===== config.mk =====
export PLATFORM = sky130hd
export DESIGN_NAME = mdu_unit
export DESIGN_NICKNAME = d
export VERILOG_FILES = /design/src/rtl/mdu_unit.sv
export SDC_FILE = /design/constraint.sdc
export NUM_CORES = 2
export LEC_CHECK = 0
export BUFFER_PORTS_ARGS = -buffer_cell sky130_fd_sc_hd__buf_2
export CAP_MARGIN = 15
export CORE_UTILIZATION = 45
export CTS_BUF_LIST = sky130_fd_sc_hd__clkbuf_8
export DETAILED_ROUTE_END_ITERATION = 7
export MAX_ROUTING_LAYER = met4
export PLACE_DENSITY_LB_ADDON = 0.3
export SYNTH_ARGS = -nofsm -noshare
export SYNTH_HDL_FRONTEND = slang
export SYNTH_SLANG_ARGS = --single-unit
export TNS_END_PERCENT = 100

===== constraint.sdc =====
create_clock -name clk -period 12.35 [get_ports clk]
set_input_delay 1.8525 -clock clk [delete_from_list [all_inputs] [get_ports clk]]
set_output_delay 1.8525 -clock clk [all_outputs]
set_load 0.02 [all_outputs]

===== src/rtl/mdu_unit.sv =====
// MDU for the EX stage: 2-cycle multiply, 34-cycle restoring divide, HI/LO.
// Results commit to HI/LO from DONE once EX is neither stalled nor flushed.
module mdu_unit (
   input  logic        clk,
   input  logic        resetn,
   input  logic [2:0]  op_e,
   input  logic [31:0] src_a,
   input  logic [31:0] src_b,
   input  logic        stall_e,
   input  logic        flush_e,
   output logic        mdu_ready,
   output logic [31:0] hi_o,
   output logic [31:0] lo_o
);

   localparam logic [2:0] OP_MULT  = 3'b001;
   localparam logic [2:0] OP_MULTU = 3'b010;
   localparam logic [2:0] OP_DIV   = 3'b011;
   localparam logic [2:0] OP_DIVU  = 3'b100;
   localparam logic [2:0] OP_MTHI  = 3'b101;
   localparam logic [2:0] OP_MTLO  = 3'b110;

   typedef enum logic [2:0] {
      IDLE = 3'd0,
      MUL  = 3'd1,
      DIV  = 3'd2,
      FIX  = 3'd3,
      DONE = 3'd4
   } state_t;

   state_t      state_q, state_d;
   logic [4:0]  cnt_q, cnt_d;
   // a_q: multiplicand, then dividend/quotient shift register, then LO result
   logic [31:0] a_q, a_d;
   logic [31:0] b_q, b_d;
   // rem_q: partial remainder, then HI result
   logic [31:0] rem_q, rem_d;
   logic        sgn_q, sgn_d;
   logic        qneg_q, qneg_d;
   logic        rneg_q, rneg_d;
   logic [31:0] hi_q, hi_d;
   logic [31:0] lo_q, lo_d;

   logic        is_mul;
   logic        is_div;
   logic        op_signed;
   logic [31:0] a_mag;
   logic [31:0] b_mag;
   logic [63:0] ext_a;
   logic [63:0] ext_b;
   logic [63:0] prod;
   logic [32:0] shifted;
   logic [32:0] diff;

   assign is_mul    = (op_e == OP_MULT) || (op_e == OP_MULTU);
   assign is_div    = (op_e == OP_DIV) || (op_e == OP_DIVU);
   assign op_signed = (op_e == OP_MULT) || (op_e == OP_DIV);
   assign a_mag     = (op_signed && src_a[31]) ? -src_a : src_a;
   assign b_mag     = (op_signed && src_b[31]) ? -src_b : src_b;

   // Sign-extending to 64 bits lets one unsigned multiplier serve both
   assign ext_a = {{32{sgn_q & a_q[31]}}, a_q};
   assign ext_b = {{32{sgn_q & b_q[31]}}, b_q};
   assign prod  = ext_a * ext_b;

   assign shifted = {rem_q, a_q[31]};
   assign diff    = shifted - {1'b0, b_q};

   assign hi_o = hi_q;
   assign lo_o = lo_q;

   // Next-state, datapath and ready decode
   always_comb begin
      state_d   = state_q;
      cnt_d     = cnt_q;
      a_d       = a_q;
      b_d       = b_q;
      rem_d     = rem_q;
      sgn_d     = sgn_q;
      qneg_d    = qneg_q;
      rneg_d    = rneg_q;
      hi_d      = hi_q;
      lo_d      = lo_q;
      mdu_ready = 1'b1;
      unique case (state_q)
         IDLE: begin
            if (is_mul || is_div) mdu_ready = 1'b0;
            if (!flush_e) begin
               if (is_mul) begin
                  state_d = MUL;
                  a_d     = src_a;
                  b_d     = src_b;
                  sgn_d   = op_signed;
               end else if (is_div) begin
                  state_d = DIV;
                  a_d     = a_mag;
                  b_d     = b_mag;
                  rem_d   = 32'd0;
                  cnt_d   = 5'd0;
                  sgn_d   = op_signed;
                  // A zero divisor keeps the all-ones quotient unsigned
                  qneg_d  = op_signed & (src_a[31] ^ src_b[31]) & (|src_b);
                  rneg_d  = op_signed & src_a[31];
               end else if (!stall_e && op_e == OP_MTHI) begin
                  hi_d = src_a;
               end else if (!stall_e && op_e == OP_MTLO) begin
                  lo_d = src_a;
               end
            end
         end
         MUL: begin
            mdu_ready = 1'b0;
            rem_d     = prod[63:32];
            a_d       = prod[31:0];
            state_d   = DONE;
         end
         DIV: begin
            mdu_ready = 1'b0;
            if (!diff[32]) begin
               rem_d = diff[31:0];
               a_d   = {a_q[30:0], 1'b1};
            end else begin
               rem_d = shifted[31:0];
               a_d   = {a_q[30:0], 1'b0};
            end
            cnt_d = cnt_q + 5'd1;
            if (cnt_q == 5'd31) state_d = FIX;
         end
         FIX: begin
            mdu_ready = 1'b0;
            a_d       = qneg_q ? -a_q : a_q;
            rem_d     = rneg_q ? -rem_q : rem_q;
            state_d   = DONE;
         end
         DONE: begin
            if (!stall_e) begin
               hi_d    = rem_q;
               lo_d    = a_q;
               state_d = IDLE;
            end
         end
         default: state_d = IDLE;
      endcase
      if (flush_e) begin
         state_d = IDLE;
         hi_d    = hi_q;
         lo_d    = lo_q;
      end
   end

   // State and datapath registers with synchronous clear
   always_ff @(posedge clk) begin
      if (!resetn) begin
         state_q <= IDLE;
         cnt_q   <= 5'd0;
         a_q     <= 32'd0;
         b_q     <= 32'd0;
         rem_q   <= 32'd0;
         sgn_q   <= 1'b0;
         qneg_q  <= 1'b0;
         rneg_q  <= 1'b0;
         hi_q    <= 32'd0;
         lo_q    <= 32'd0;
      end else begin
         state_q <= state_d;
         cnt_q   <= cnt_d;
         a_q     <= a_d;
         b_q     <= b_d;
         rem_q   <= rem_d;
         sgn_q   <= sgn_d;
         qneg_q  <= qneg_d;
         rneg_q  <= rneg_d;
         hi_q    <= hi_d;
         lo_q    <= lo_d;
      end
   end

endmodule


Word-level counts from Yosys, hierarchy flattened
Index checks and enable logic that the tools add are counted.

storage, ports and cells
  register bits = 171
  output and inout port bits = 65

cells by class
  equal/unequal tests = 23
  multipliers = 1
  add/subtract/negate cells = 6
  bitwise logic cells = 9
  mux-type cells = 40
  reduce and logical (&&, ||, !) cells = 26

operators by type and width
  kind                 number
  $mux 32              22
  $pmux 32 s4          2
  $neg 32->32          4
  $pmux 32 s2          2
  $mul 33x33->64       1
  $sub 33x32->33       1
  $reduce_or 32->1     1
  $ne 2x2->1 const B   11
  $mux 5               3
  $eq 3x2->1 const B   4
  $eq 3x3->1 const B   4
  $mux 3               4
  $pmux 3 s4           1
  $reduce_and 4->1     3
  $pmux 5 s2           1
  $reduce_and 7->1     1
  $eq 3x1->1 const B   2
  $reduce_and 3->1     2
  $reduce_and 6->1     1
  $reduce_bool 2->1    3
  $add 5x1->5 const B  1
  $and 1x1->1          5
  $eq 5x5->1 const B   1
  $reduce_and 5->1     1
  12 further kinds     24

Longest topological paths before layout
  word-level depth = 8
  gate-level depth with buffers = 31
  depth with buffers taken out = 29

Worst setup path before layout
OpenSTA, ideal clock, no wires.

  path kind = register -> register
  start point = reg a_q[31]
  end point = reg rem_q[29]
  data arrival time = 7.907 ns
  buffers on the path = 2
  required time = 12.227 ns
  stages on the path, launching flop included = 31
  path slack = 4.320 ns
  cell sequence = dfxtp_1 and2_1 clkbuf_1 nand2_1 inv_1 fa_1 inv_1 fa_1 inv_1 fa_1 fa_1 inv_1 fa_1 inv_1 fa_1 inv_1 fa_1 fa_1 inv_1 ha_1 clkbuf_1 a21o_1 a211o_1 a211oi_1 a31oi_1 nor3_1 nand3_1 a31o_2 a21boi_0 xor2_1 o22ai_1

on the way
  word-level cells in the longest chain between the ends = 3

ends and longest elaborated chain
  element                                               line     RTL
  from (decl)                                           34       logic [31:0] a_q, a_d;
  from (signal assigned)                                156      a_q <= 32'd0;
  from (signal assigned)                                167      a_q <= a_d;
  $and 1x1->1 / $sub 33x32->33 (equally long branches)  62, 67
  $mul 33x33->64 / $mux 32 (equally long branches)      64, 119
  $pmux 32 s4 (*)                                       85       unique case (state_q)
  to (signal assigned)                                  169      rem_q <= rem_d;
  to (decl)                                             37       logic [31:0] rem_q, rem_d;

Mark *: on every way between the ends. The rest lies on a longest branch, timed or not.
A chain may end at the register's enable or synchronous reset.

Worst setup path after layout
  start point = reg sgn_q
  end point = reg rem_q[31]

on the way
  word-level cells in the longest chain between the ends = 3

ends and longest elaborated chain
  element                                line    RTL
  from (decl)                            38      logic sgn_q, sgn_d;
  from (signal assigned)                 170     sgn_q <= sgn_d;
  $and 1x1->1, on equally long branches  62, 63
  $mul 33x33->64 (*)                     64      assign prod = ext_a * ext_b;
  $pmux 32 s4 (*)                        85

Marks and branches as above.

==> run_results.csv <==
group,metric,value,unit
critical_path,timing.setup.critical_path_class,"flop to flop",
global_route,first_global_vias,42190,
timing,total_negative_slack,0,ns
timing,share_of_the_clock_period_used_by_the_worst_path,0.788,
drt,routedWlPerCell,22.7,um
logic_synthesis,muxShareOfSynthArea,0.00549,
placed_design,buffer_ports.inserted,135,
clock_network,post_cts.resized_instances,0,
flow_run,max-cap-violations,0,
logic_synthesis,netlist-cell-type-count,85,
timing,final-hold-violation-count,0,
final_layout,multi_input_area,0.0408,mm2
logic_synthesis,post-synth-top-area-cell,"fa_1",
clock_network,cts-buffers-inserted,17,
drt,vias_per_cell,5.64,
logic_synthesis,synth_largest_type_area_fraction,0.450,
power_and_ir_drop,totalPowerFinal,3.70,mW
clock_network,cts.clk_slew.worst_paths,0.14,ns
drt,detail-route-antenna-nets,0,
power_and_ir_drop,p_per_area,70.6,mW/mm2
logic_synthesis,yosys.area_share.adder,0.512,
global_route,antenna_found_initial,11,
final_layout,number_of_fill_cells_in_the_layout,10949,
floorplanning,initial_utilization,0.454,
logic_synthesis,gate_count_post_synth,5885,
critical_path,critPathSlowestCell,"dfxtp_1",
logic_synthesis,synth_edf_count,0,
final_layout,drive_gt1_frac,0.0590,
timing,timing.fmax,0.103,GHz
critical_path,max_stage_delay,0.97,ns
logic_synthesis,avg_cell_area_syn,8.52,um2
clock_network,post-cts-setup-buffers,0,
clock_network,clkLatencyLatePin,0.56,ns
timing,rsz0062_at_grt,"no",
drt,route.final.wire_length,165,mm
floorplanning,placementRows,122,
clock_network,tritoncts,"done",
timing,worst_pin_slew,1.21,ns
floorplanning,fp.dieArea,0.113,mm2
critical_path,critPathLaunchType,"flop",
global_route,globalRouteTotalUtil,0.311,
status,result_of_the_run,"completed",
timing,slew-limit-headroom,0.195,
global_route,grt_start_max_net_pins,99,
timing,fin_worst_skew,0.0330,ns
power_and_ir_drop,total_leakage_power,24.8,nW
power_and_ir_drop,worst_ir_drop_vdd,0.0000845,V
clock_network,clock_sinks,171,
placed_design,globalplace.congestion,0.965,
logic_synthesis,asyncSetResetFlopFracSynth,0,
logic_synthesis,synth-compound-area-share,0.102,
logic_synthesis,synth_xor_area_frac,0.0313,
critical_path,path_max_fanout,23,
logic_synthesis,flops_latches_synth,171,
floorplanning,chipWidth,336,um
drt,drtPass1Iterations,6,
min_path,timing.hold.worst.class,"flop to flop",
floorplanning,die_h,336,um
critical_path,crit_top_cell,"fa_1",
clock_network,htreeDepth,4,
critical_path,cp_data_required_time,12.77,ns
logic_synthesis,postSynthNetCount,7333,
critical_path,critical_path.endpoint_type,"flop",
logic_synthesis,synth_area_in_simple_gates,0.162,
logic_synthesis,post_synth_top_flop,"dfxtp_1",
global_route,grt-ovfl-total,0,
clock_network,holdBufCountCts,0,
drt,drt_iter0_drc,4079,
final_layout,final-seq-area,0.00345,mm2
final_layout,most_common_cell_after_layout_fill_and_taps_aside,"inv_1",
logic_synthesis,synth_top_family_by_area,"adder cells",
logic_synthesis,syn-cell-area,0.0501,mm2
logic_synthesis,synth_top_cells_by_area,"fa_1 (45%), inv_1 (8.9%), dfxtp_1 (6.8%), ha_1 (6.3%), nand2_1 (6.2%)",
floorplanning,num_io_pins,136,
logic_synthesis,synth.yosys.seq_area_share,0.0683,
drt,drc,0,
final_layout,signed_area_change_from_the_synthesized_netlist_to_the_final_layout,4.61,%
timing,period_minus_slack,9.73,ns
final_layout,layout.cells.most_common_list,"inv_1 (1191), fa_1 (1126), nand2_1 (833), nor2_1 (334), and2_1 (290)",
placed_design,hpwl,130,mm
critical_path,cp_data_arrival_time,10.15,ns
timing,final.hold.worst_slack,0.489,ns
timing,slew_violations,0,
drt,dr_total_vias,40985,
logic_synthesis,ys.warnings.count,0,
clock_network,clock-root-buffer,"clkbuf_8",
timing,timing.final.setup_violations,0,
final_layout,final_nets,7202,
floorplanning,core_region_area,0.111,mm2
clock_network,max-clock-path-buffers,2,
global_route,global_route_wire_length_before_repair,256,mm
==> Yosys cell counts, types with 6 or more instances <==
master    instances
clkbuf_1        337
a311oi_1          6
inv_1          1192
o31ai_1          17
or4_1            11
fa_1           1126
or3_1            16
o21a_1           20
xor2_1           78
nor2b_1          42
a221oi_1         12
xnor2_1         101
or2_2            13
and3_1           32
a211o_1           6
a21oi_1         253
a22oi_1          21
nand2b_1         16
buf_1            32
mux2_2           12
and2_1          291
a211oi_1        110
ha_1            251
nand2_1         833
nor4_1           20
nand3b_1          8
o22ai_1          18
nor3b_1           6
o221ai_1         12
nand4_1          22
and4_1            7
nand3_1          46
a31oi_1          26
o21bai_1         13
o21ai_0         134
a21o_1           52
nor2_1          338
o211ai_1         17
dfxtp_1         171
mux2i_1          14
o41ai_1          11
nor3_1           50
==> final timing paths <==
kind | start | end | slack (ns) | cells after the start
setup reg to reg | sgn_q | rem_q[31] | 2.62 | 28
hold reg to reg | cnt_q[4] | cnt_q[4] | 0.49 | 2
hold / removal | cnt_q[4] | cnt_q[4] | 0.49 | 2
setup / recovery | sgn_q | rem_q[31] | 2.62 | 28
==> layout make-up <==
class | count | area share
multi-input combinational | 4140 | 0.778
inverter | 1194 | 0.0855
sequential | 171 | 0.0658
tap | 1488 | 0.0355
timing repair buffer | 230 | 0.0265
clock buffer | 17 | 0.00446
clock inverter | 15 | 0.00415
antenna | 12 | 0.000573
==> where the power goes <==
part	switching [mW]	total (mW)	leakage [nW]	internal (mW)
registers	0.0643	0.645	1.40	0.580
logic	1.70	2.57	23.2	0.875
clock network	0.310	0.487	0.221	0.178
total	2.07	3.70	24.8	1.63
==> cell families after synthesis <==
kind of cell,count (synthesis)
simple gates,1766
buf+inv,1574
flops,171
compound gates,792
fa+ha+maj,1377
mux,26
xor+xnor,179
==> critical path: cells and delay by family (launching register included) <==
kind | cells | cell delay (ns)
compound gates | 4 | 0.69
fa+ha+maj | 9 | 4.78
buf+inv | 7 | 1.08
flops | 1 | 0.97
mux | 1 | 0.33
simple gates | 7 | 1.71
==> through the flow <==
step | utilization | instances | area, um2 | worst slack (ns)
CTS | 0.474 | 7255 | 52400 | 2.73
finish | 0.475 | 7267 | 52400 | 2.62
detailed placement | 0.470 | 7223 | 52000 | 2.78
global placement | 0.470 | 7223 | 52000 | 3.10
global route | 0.474 | 7261 | 52400 | 2.05
floorplan | - | 5885 | 50100 | 4.32
==> flip-flops by register name, indices dropped and copies added (netlist names) <==
| register | flops |
|---|---|
| b_q | 32 |
| rem_q | 32 |
| rneg_q | 1 |
| cnt_q | 5 |
| hi_o | 32 |
| qneg_q | 1 |
| a_q | 32 |
| lo_o | 32 |
| sgn_q | 1 |
| state_q | 3 |
==> routing by layer <==
layer  global-route usage  vias to the layer above  wire [um]
met5                    -                        -          0
li1                     -                    17712          -
met1                0.401                    20995      65900
met3               0.0487                      414      13800
met4                0.141                        0       8770
met2                0.483                     1864      76200
Power figures use the tool's default switching activity.
